`src/rtl/keypad_pkg.sv`:
```
// Shared definitions for the 4x4 keypad matrix responder: FSM states and the
// key-code to (row, column) mapping shared with the scanner decode.
package keypad_pkg;

   typedef enum logic [2:0] {
      IDLE         = 3'd0,
      MAKE_BOUNCE  = 3'd1,
      HOLD         = 3'd2,
      BREAK_BOUNCE = 3'd3,
      GAP          = 3'd4
   } key_state_t;

   localparam int KEY_ROW_HI = 3;
   localparam int KEY_ROW_LO = 2;
   localparam int KEY_COL_HI = 1;
   localparam int KEY_COL_LO = 0;

   function automatic logic [1:0] key_row(input logic [3:0] key);
      return key[KEY_ROW_HI:KEY_ROW_LO];
   endfunction

   function automatic logic [1:0] key_col(input logic [3:0] key);
      return key[KEY_COL_HI:KEY_COL_LO];
   endfunction

   function automatic logic [3:0] key_code(input logic [1:0] r, input logic [1:0] c);
      return {r, c};
   endfunction

endpackage

```
`src/rtl/keypad_bounce_gen.sv`:
```
// Contact chatter generator: holds the toggle counter and yields the contact
// level that a bounce state should present in the next cycle.
module keypad_bounce_gen
   import keypad_pkg::*;
#(
   parameter int BOUNCE_PERIOD = 8
) (
   input  logic clk,
   input  logic reset_n,
   input  logic start_s,
   input  logic start_level_s,
   input  logic run_s,
   output logic level_nxt_s
);

   localparam int TW = (BOUNCE_PERIOD > 1) ? $clog2(BOUNCE_PERIOD) : 1;
   localparam logic [TW-1:0] TOG_LAST = TW'(BOUNCE_PERIOD - 1);

   logic [TW-1:0] tog_cnt_r;
   logic [TW-1:0] tog_cnt_nxt_s;
   logic          phase_r;

   // Next chatter phase: restart on bounce entry, flip every BOUNCE_PERIOD cycles.
   always_comb begin
      tog_cnt_nxt_s = '0;
      level_nxt_s   = 1'b0;
      if (start_s) begin
         level_nxt_s   = start_level_s;
         tog_cnt_nxt_s = '0;
      end else if (run_s) begin
         if (tog_cnt_r == TOG_LAST) begin
            level_nxt_s   = ~phase_r;
            tog_cnt_nxt_s = '0;
         end else begin
            level_nxt_s   = phase_r;
            tog_cnt_nxt_s = tog_cnt_r + TW'(1);
         end
      end else begin
         level_nxt_s   = 1'b0;
         tog_cnt_nxt_s = '0;
      end
   end

   // Toggle counter and current chatter phase.
   always_ff @(posedge clk) begin
      if (!reset_n) begin
         tog_cnt_r <= '0;
         phase_r   <= 1'b0;
      end else begin
         tog_cnt_r <= tog_cnt_nxt_s;
         phase_r   <= level_nxt_s;
      end
   end

endmodule

```
`src/rtl/keypad_matrix_responder.sv`:
```
// Switch-matrix model of a 4x4 keypad: presses one commanded key with make/break
// chatter and answers the scanner's column drive with row levels.
module keypad_matrix_responder
   import keypad_pkg::*;
#(
   parameter int BOUNCE_LEN    = 64,
   parameter int BOUNCE_PERIOD = 8,
   parameter int GAP_CYCLES    = 256,
   parameter int HOLD_W        = 24
) (
   input  logic              clk,
   input  logic              reset_n,
   input  logic              cmd_valid,
   output logic              cmd_ready,
   input  logic [3:0]        cmd_key,
   input  logic [HOLD_W-1:0] cmd_hold,
   input  logic [3:0]        col,
   output logic [3:0]        row,
   output logic              busy,
   output logic              done
);

   localparam int GAP_W = $clog2(GAP_CYCLES + 1);
   localparam int BL_W  = $clog2(BOUNCE_LEN + 1);
   localparam int CNT_A = (HOLD_W > GAP_W) ? HOLD_W : GAP_W;
   localparam int CNT_W = (CNT_A > BL_W) ? CNT_A : BL_W;

   localparam logic [CNT_W-1:0]  CNT_ONE  = CNT_W'(1);
   localparam logic [CNT_W-1:0]  BL_LOAD  = CNT_W'(BOUNCE_LEN);
   localparam logic [CNT_W-1:0]  GAP_LOAD = CNT_W'(GAP_CYCLES);
   localparam logic [CNT_W-1:0]  PER_CNT  = CNT_W'(BOUNCE_PERIOD);
   localparam logic [HOLD_W-1:0] HOLD_ONE = HOLD_W'(1);
   localparam logic              HAS_BOUNCE = (BOUNCE_LEN > 0);

   key_state_t        state_r;
   logic [CNT_W-1:0]  cnt_r;
   logic [1:0]        row_idx_r;
   logic [1:0]        col_idx_r;
   logic [HOLD_W-1:0] hold_r;
   logic              contact_r;
   logic              cmd_ready_r;
   logic              busy_r;
   logic              done_r;

   logic              accept_s;
   logic              last_s;
   logic              make_start_s;
   logic              break_start_s;
   logic              bounce_run_s;
   logic              bounce_level_s;
   logic [HOLD_W-1:0] hold_clamp_s;
   logic [3:0]        row_s;

   assign accept_s      = cmd_valid && cmd_ready_r;
   assign last_s        = (cnt_r == CNT_ONE);
   assign make_start_s  = accept_s && HAS_BOUNCE;
   assign break_start_s = (state_r == HOLD) && last_s && HAS_BOUNCE;
   assign bounce_run_s  = ((state_r == MAKE_BOUNCE) || (state_r == BREAK_BOUNCE)) && !last_s;

   keypad_bounce_gen #(
      .BOUNCE_PERIOD (BOUNCE_PERIOD)
   ) u_bounce (
      .clk           (clk),
      .reset_n       (reset_n),
      .start_s       (make_start_s || break_start_s),
      .start_level_s (make_start_s),
      .run_s         (bounce_run_s),
      .level_nxt_s   (bounce_level_s)
   );

   // A zero hold request still closes the contact for one cycle.
   always_comb begin
      hold_clamp_s = cmd_hold;
      if (cmd_hold == '0) begin
         hold_clamp_s = HOLD_ONE;
      end else begin
         hold_clamp_s = cmd_hold;
      end
   end

   // Press sequencer: one phase counter reloaded on every state entry, counting down to 1.
   always_ff @(posedge clk) begin
      if (!reset_n) begin
         state_r     <= IDLE;
         cnt_r       <= '0;
         row_idx_r   <= 2'b00;
         col_idx_r   <= 2'b00;
         hold_r      <= '0;
         contact_r   <= 1'b0;
         cmd_ready_r <= 1'b1;
         busy_r      <= 1'b0;
         done_r      <= 1'b0;
      end else begin
         done_r <= 1'b0;
         case (state_r)
            IDLE: begin
               if (accept_s) begin
                  row_idx_r   <= key_row(cmd_key);
                  col_idx_r   <= key_col(cmd_key);
                  hold_r      <= hold_clamp_s;
                  cmd_ready_r <= 1'b0;
                  busy_r      <= 1'b1;
                  contact_r   <= 1'b1;
                  if (HAS_BOUNCE) begin
                     state_r <= MAKE_BOUNCE;
                     cnt_r   <= BL_LOAD;
                  end else begin
                     state_r <= HOLD;
                     cnt_r   <= CNT_W'(hold_clamp_s);
                  end
               end
            end
            MAKE_BOUNCE: begin
               if (last_s) begin
                  state_r   <= HOLD;
                  cnt_r     <= CNT_W'(hold_r);
                  contact_r <= 1'b1;
               end else begin
                  cnt_r     <= cnt_r - CNT_ONE;
                  contact_r <= bounce_level_s;
               end
            end
            HOLD: begin
               if (last_s) begin
                  contact_r <= 1'b0;
                  if (HAS_BOUNCE) begin
                     state_r <= BREAK_BOUNCE;
                     cnt_r   <= BL_LOAD;
                  end else begin
                     state_r <= GAP;
                     cnt_r   <= GAP_LOAD;
                  end
               end else begin
                  cnt_r <= cnt_r - CNT_ONE;
               end
            end
            BREAK_BOUNCE: begin
               if (last_s) begin
                  state_r   <= GAP;
                  cnt_r     <= GAP_LOAD;
                  contact_r <= 1'b0;
               end else begin
                  cnt_r     <= cnt_r - CNT_ONE;
                  // The last BOUNCE_PERIOD cycles of the break stay open.
                  contact_r <= bounce_level_s && ((cnt_r - CNT_ONE) > PER_CNT);
               end
            end
            GAP: begin
               if (last_s) begin
                  state_r     <= IDLE;
                  cnt_r       <= '0;
                  cmd_ready_r <= 1'b1;
                  busy_r      <= 1'b0;
                  done_r      <= 1'b1;
               end else begin
                  cnt_r <= cnt_r - CNT_ONE;
               end
            end
            default: begin
               state_r     <= IDLE;
               cnt_r       <= '0;
               contact_r   <= 1'b0;
               cmd_ready_r <= 1'b1;
               busy_r      <= 1'b0;
            end
         endcase
      end
   end

   // Row sense follows the column drive with no register, like a real switch.
   always_comb begin
      row_s = 4'b1111;
      if (contact_r && (col[col_idx_r] == 1'b0)) begin
         row_s[row_idx_r] = 1'b0;
      end else begin
         row_s = 4'b1111;
      end
   end

   assign row       = row_s;
   assign cmd_ready = cmd_ready_r;
   assign busy      = busy_r;
   assign done      = done_r;

endmodule

```
`config.mk`:
```
export PLATFORM = sky130hd
export DESIGN_NAME = keypad_matrix_responder
export DESIGN_NICKNAME = d
export VERILOG_FILES = /design/src/rtl/keypad_pkg.sv /design/src/rtl/keypad_bounce_gen.sv /design/src/rtl/keypad_matrix_responder.sv
export SDC_FILE = /design/constraint.sdc
export NUM_CORES = 1
export LEC_CHECK = 0
export BUFFER_PORTS_ARGS = -buffer_cell sky130_fd_sc_hd__buf_2
export CAP_MARGIN = 10
export CORE_MARGIN = 1.5
export CORE_UTILIZATION = 27
export CTS_CLUSTER_DIAMETER = 100
export DETAILED_ROUTE_END_ITERATION = 16
export PLACE_DENSITY = 0.55
export SLEW_MARGIN = 20
export SYNTH_ARGS = -nofsm -noshare
export SYNTH_HDL_FRONTEND = slang
export SYNTH_SLANG_ARGS = --single-unit
```
`constraint.sdc`:
```
create_clock -name clk -period 3.15 [get_ports clk]
set_input_delay 0.315 -clock clk [delete_from_list [all_inputs] [get_ports clk]]
set_output_delay 0.315 -clock clk [all_outputs]
set_load 0.01 [all_outputs]
```
==> Word level (Yosys, flattened, before mapping) <==
Index checks and enable logic that the tools add are counted.
{ "word_totals": {"out_inout_bits": 7, "ff_bits": 63, "wordCells": 84, "inputBits": 35} }
{ "op_classes": {"n_addsub": 2, "bitwise": 7, "n_reduce_logical": 18, "order_cmp": 4, "eq_ne": 11, "n_mux": 31} }
{ "op_table": {"columns": ["operator", "count"], "rows": [
  ["two-way mux 24 bit", 6],
  ["case mux 24 bit (5 select lines)", 1],
  ["equality test 24 x 1 -> 1 bit (second input constant)", 1],
  ["> comparator 24 x 4 -> 1 bit (second input constant)", 1],
  ["zero test 24 bit", 1],
  ["subtractor 24 x 1 -> 24 bit (second input constant)", 1],
  ["two-way mux 3 bit", 5],
  ["case mux 3 bit (5 select lines)", 1],
  ["two-way mux 1 bit", 12],
  ["inequality test 2 bit (second input constant)", 5],
  ["equality test 3 x 2 -> 1 bit (second input constant)", 2],
  ["equality test 3 bit (second input constant)", 2],
  ["logical AND 1 bit", 6],
  ["< comparator 2 x 3 -> 1 bit (second input constant)", 2],
  ["inverter 1 bit", 6],
  ["case mux 1 bit (3 select lines)", 2],
  ["AND reduction 3 bit", 2],
  ["case mux 1 bit (5 select lines)", 1],
  ["AND reduction 5 bit", 1],
  ["two-way mux 4 bit", 1],
  ["inverter 4 bit", 1],
  ["AND reduction 2 bit", 2],
  ["OR reduction 4 bit", 1],
  ["adder 3 x 1 -> 3 bit (second input constant)", 1],
  ["8 further kinds", 9]
]} }

==> Longest topological paths before layout <==
{ "depth": {"ltp_word": 8, "mapped_depth": 10, "ltp_nobuf": 8} }

==> Hierarchy <==
A second synthesis with hierarchy kept.
{ "unflattened": {"cells_unflattened": 453, "hier_area_um2": 3552.2} }
{ "modules_own_cells": {"columns": ["mod", "area_per_inst_um2", "n_inst", "cells_per_inst", "seq_area_each_um2"], "rows": [
  ["keypad_matrix_responder", 3378.2, 1, 437, 1181.1],
  ["keypad_bounce_gen", 173.9, 1, 16, 80.1]
]} }

==> Worst setup path before layout <==
No wires, ideal clock.
{ "synth_path": {"path_type": "flip-flop to flip-flop", "from": "register cnt_r[0]", "to": "register contact_r", "n_path_buf": 1, "t_arrival_ps": 2260, "slack_ps": 756, "path_stages_with_launch": 10, "setup_ps": 134, "required_ps": 3016, "period_less_slack_ps": 2394, "path_cell_list": "dfxtp_1 > inv_1 > ha_1 > buf_2 > nor4b_2 > nand4_1 > o31a_1 > or2_2 > a2111oi_2 > a31oi_1"} }
{ "synth_between": {"elab_chain_len": 8, "elab_cells_between_ends": 15, "cone_classes": "add/sub (1); order compare (1); eq/ne (2); mux (5); reduce/logical (6)"} }
{ "synth_rtl": {"columns": ["item", "line", "rtl"], "rows": [
  ["from (decl)", "keypad_matrix_responder.sv:36", "logic [CNT_W-1:0] cnt_r;"],
  ["from (signal assigned)", "keypad_matrix_responder.sv:109", "cnt_r <= CNT_W'(hold_clamp_s);"],
  ["from (signal assigned)", "keypad_matrix_responder.sv:116", "cnt_r <= CNT_W'(hold_r);"],
  ["from (signal assigned)", "keypad_matrix_responder.sv:119", "cnt_r <= cnt_r - CNT_ONE;"],
  ["parallel branches: the longest is 8 deep, another holds subtractor 24 x 1 -> 24 bit", null, null],
  ["to (signal assigned)", "keypad_matrix_responder.sv:120", "contact_r <= bounce_level_s;"],
  ["to (signal assigned)", "keypad_matrix_responder.sv:145", "contact_r <= bounce_level_s && ((cnt_r - CNT_ONE) > PER_CNT);"],
  ["to (decl)", "keypad_matrix_responder.sv:40", "logic contact_r;"]
]} }
Several ways; the timed one is not identified.
A chain may end at the register's enable or synchronous reset.

==> Worst setup path in the final report <==
{ "layout_path": {"from": "register cnt_r[8]", "to": "register cnt_r[19]"} }
{ "layout_between": {"elab_chain_len": 3, "elab_cells_between_ends": 7, "cone_classes": "add/sub (1); eq/ne (1); mux (5)"} }
{ "layout_rtl": {"columns": ["item", "line", "rtl"], "rows": [
  ["subtractor 24 x 1 -> 24 bit or equality test 24 x 1 -> 1 bit (tied branches)", null, null],
  ["two-way mux 24 bit (on tied branches)", null, null],
  ["case mux 24 bit (5 select lines) (*)", "keypad_matrix_responder.sv:95", "case (state_r)"]
]} }
Mark *: on every way between the ends. The rest lies on a longest branch, timed or not.

==> metrics.csv <==
stage,metric,value,unit
outcome,outcome,completed,
worst_setup_path,crit start category,register,
sta,Fmax,0.353,GHz
sta,Setup TNS,0,ns
sta,final setup fails,0,
floorplan,num rows,42,
global_route,grt total ovfl,0,
route,vias per inst,5.20,
worst_hold_path,HP Class,in2reg,
clocking,Post CTS Setup Buffer Count,0,
finish,n_diodes,0,
finish,post-route cell area,4400,um^2
sta,worst slew pin tran,0.615,ns
clocking,clk buf depth,2,
clocking,H-tree levels,3,
route,Total Wirelength,10300,um
synth,Post-synth top flop,dfxtp_1,
floorplan,die area,14400,um^2
power_and_ir_drop,Power Dens Cells,713,nW/um^2
synth,ys async rst share,0,
floorplan,initial core utilization,0.279,
synth,Synth top cells by count,"93 x nand2_1, 63 x dfxtp_1, 43 x a21boi_0",
synth,warning count from the yosys run,0,
global_route,initial antenna violation count,0,
synth,Yosys cell types,60,
sta,Hold Fails Final Rpt,0,
worst_setup_path,crit end category,register,
floorplan,die width,120,um
clocking,Clock transition at path regs,0.06,ns
finish,Seq. cell area,1260,um^2
power_and_ir_drop,leakage power,1.62,nW
synth,post-synthesis sequential area ratio,0.340,
worst_setup_path,Critical Path Fanout Max,15,
route,Final ANT Viol Nets,0,
finish,area grow syn2layout,18.7,%
synth,post-synth top area cell,dfxtp_1,
global_route,largest net degree at the start of global routing,42,
clocking,CTS tree,yes,
placed_design,DP HPWL,7510,um
route,DRC viols,0,
synth,number of synthesized flops with an enable pin,0,
job,max_cap viols,0,
floorplan,Ports,42,
sta,RSZ-0062 raised after global routing,no,
worst_setup_path,Critical Path RT,3.36,ns
clocking,Worst-Skew Late Latency,0.33,ns
power_and_ir_drop,worst vdd ir,0.000325,V
global_route,first-pass GRT wire length,17200,um
synth,Mapped Cells,474,
worst_hold_path,WHS Endpoint,row_idx_r[0],
global_route,GRT Util Overall,0.151,
floorplan,area of the core,13300,um^2
worst_setup_path,worst setup path class,reg2reg,
route,initial DRC count,255,
finish,Final #Nets,543,
clocking,clock sink total,63,
clocking,Root Buffer,clkbuf_16,
finish,layout cells sized above 1,0.173,
finish,footprint of the multi-input gates,2280,um^2
route,WL/cell,15.1,um
synth,synthesis-stage register bit count,63,
placed_design,Port Buffer Count,41,
worst_setup_path,WP data arrival,3.05,ns
sta,min cycle time layout,2.84,ns
finish,Fillers,1402,
sta,max-slew violations,0,
placed_design,Placed Instance Area,4090,um^2
synth,syn_area_per_cell,7.82,um^2
worst_setup_path,Reg2Reg Depth,7,
sta,final worst slack,0.313,ns
global_route,number of global-route vias before repair,3357,
sta,period utilisation layout,0.900,
sta,hold slack final,0.232,ns
sta,max_slew headroom,0.590,
placed_design,routability cong.,0.886,
synth,syn_nets,514,
clocking,CTS Hold Bufs,0,
floorplan,Chip Height,120,um
placed_design,DP Worst Slack,0.282,ns
worst_hold_path,Hold Path Depth,3,
route,DR vias,3555,
route,DR pass1 iterations,4,
worst_setup_path,flop2flop setup slack,0.31,ns
synth,Syn Std Cell Area,3710,um^2
worst_setup_path,r2r endpoint,cnt_r[19],
synth,largest cells by area after synthesis,"dfxtp_1 34%, nand2_1 9.4%, a21boi_0 8.7%",
clocking,clock buffer count from CTS,9,
clocking,number of gates resized after cts,0,
synth,most numerous cell in the Yosys netlist,nand2_1,
worst_setup_path,reg2reg start,cnt_r[8],
worst_hold_path,Min-Delay Startpoint,cmd_key[2],
sta,clk_skew,0.00622,ns
synth,Synth top area share,0.340,
## worst max path at each step
stage                   from         to  depth (start not counted)
finish              cnt_r[8]  cnt_r[19]                          7
global placement    cnt_r[8]  cnt_r[19]                          7
detailed placement  cnt_r[8]  cnt_r[19]                          7
global route        cnt_r[8]  cnt_r[19]                          7
floorplan           cnt_r[0]  contact_r                          9
CTS                 cnt_r[8]  cnt_r[19]                          7
## placed cells by master, fill, tap and decap left out, types with 3 or more instances in the layout
cell type | Yosys | layout
a22oi_1 | 8 | 8
nand2b_1 | 8 | 8
a211oi_1 | 5 | 5
ha_1 | 5 | 5
or3_1 | 8 | 8
inv_1 | 8 | 8
nor2_1 | 15 | 14
nand4_1 | 7 | 7
clkbuf_16 | 0 | 9
buf_2 | 7 | 41
o21a_1 | 3 | 3
and2_1 | 9 | 9
buf_4 | 1 | 12
o21ai_0 | 27 | 27
nand2_1 | 93 | 93
xor2_1 | 8 | 8
nor2b_1 | 5 | 5
nor3_1 | 15 | 14
a21oi_1 | 7 | 7
o31a_1 | 4 | 4
o31ai_1 | 6 | 6
dfxtp_1 | 63 | 63
o211ai_1 | 3 | 3
a21boi_0 | 43 | 43
nand3_1 | 8 | 8
a31oi_1 | 5 | 5
nor4b_1 | 3 | 3
a21o_1 | 14 | 14
nor4_1 | 19 | 18
nor3_2 | 4 | 5
## kinds of logic (layout without fill, tap and decap cells)
logic type	after synthesis	after routing	synth area share
mux	2	2	0.00911
compound gates	143	143	0.274
xor+xnor	10	10	0.0236
fa+ha+maj	5	5	0.0169
simple gates	208	208	0.287
buf+inv	43	77	0.0493
flops	63	63	0.340
## critical path: stages (launching register included)
cell,delay [ns]
dfxtp_1,0.40
nor3_2,0.40
nand2_1,0.45
o311ai_0,0.57
o311a_1,0.46
buf_4,0.24
nand2b_1,0.11
o21ai_0,0.07
## area by class of cell
| cell class | instances | area share |
|---|---|---|
| Multi-Input combinational cell | 368 | 0.519 |
| Sequential cell | 63 | 0.287 |
| Timing Repair Buffer | 53 | 0.0671 |
| Clock buffer | 10 | 0.0543 |
| Tap cell | 176 | 0.0501 |
| Clock inverter | 6 | 0.0154 |
| Inverter | 8 | 0.00683 |
## where the power goes
part	leakage (nW)	switching [W]	internal, W
clock	0.145	0.000381	0.000638
sequential	0.515	0.000114	0.000878
combinational	0.962	0.000668	0.000457
## registers in the layout, summed over array words and instances (netlist names)
name                flops
busy                    1
contact_r               1
row_idx_r               2
cmd_ready               1
u_bounce.phase_r        1
u_bounce.tog_cnt_r      3
done                    1
state_r                 3
hold_r                 24
col_idx_r               2
cnt_r                  24
## metal layers
metal | track usage | routed length [um] | vias up
li1 | - | - | 1790
met5 | 0 | 0 | -
met3 | 0.0361 | 524 | 12
met2 | 0.231 | 4550 | 102
met1 | 0.208 | 5120 | 1651
met4 | 0.0476 | 134 | 0
## per-stage QoR
stage	power [W]	instances	utilization
2_1_floorplan	0.00182	474	-
3_3_place_gp	0.00211	668	0.307
3_5_place_dp	0.00212	668	0.307
4_1_cts	0.00315	684	0.330
5_1_grt	0.00335	684	0.331
6_report	0.00313	684	0.331
Note: power is estimated with default switching activity, not from simulation.
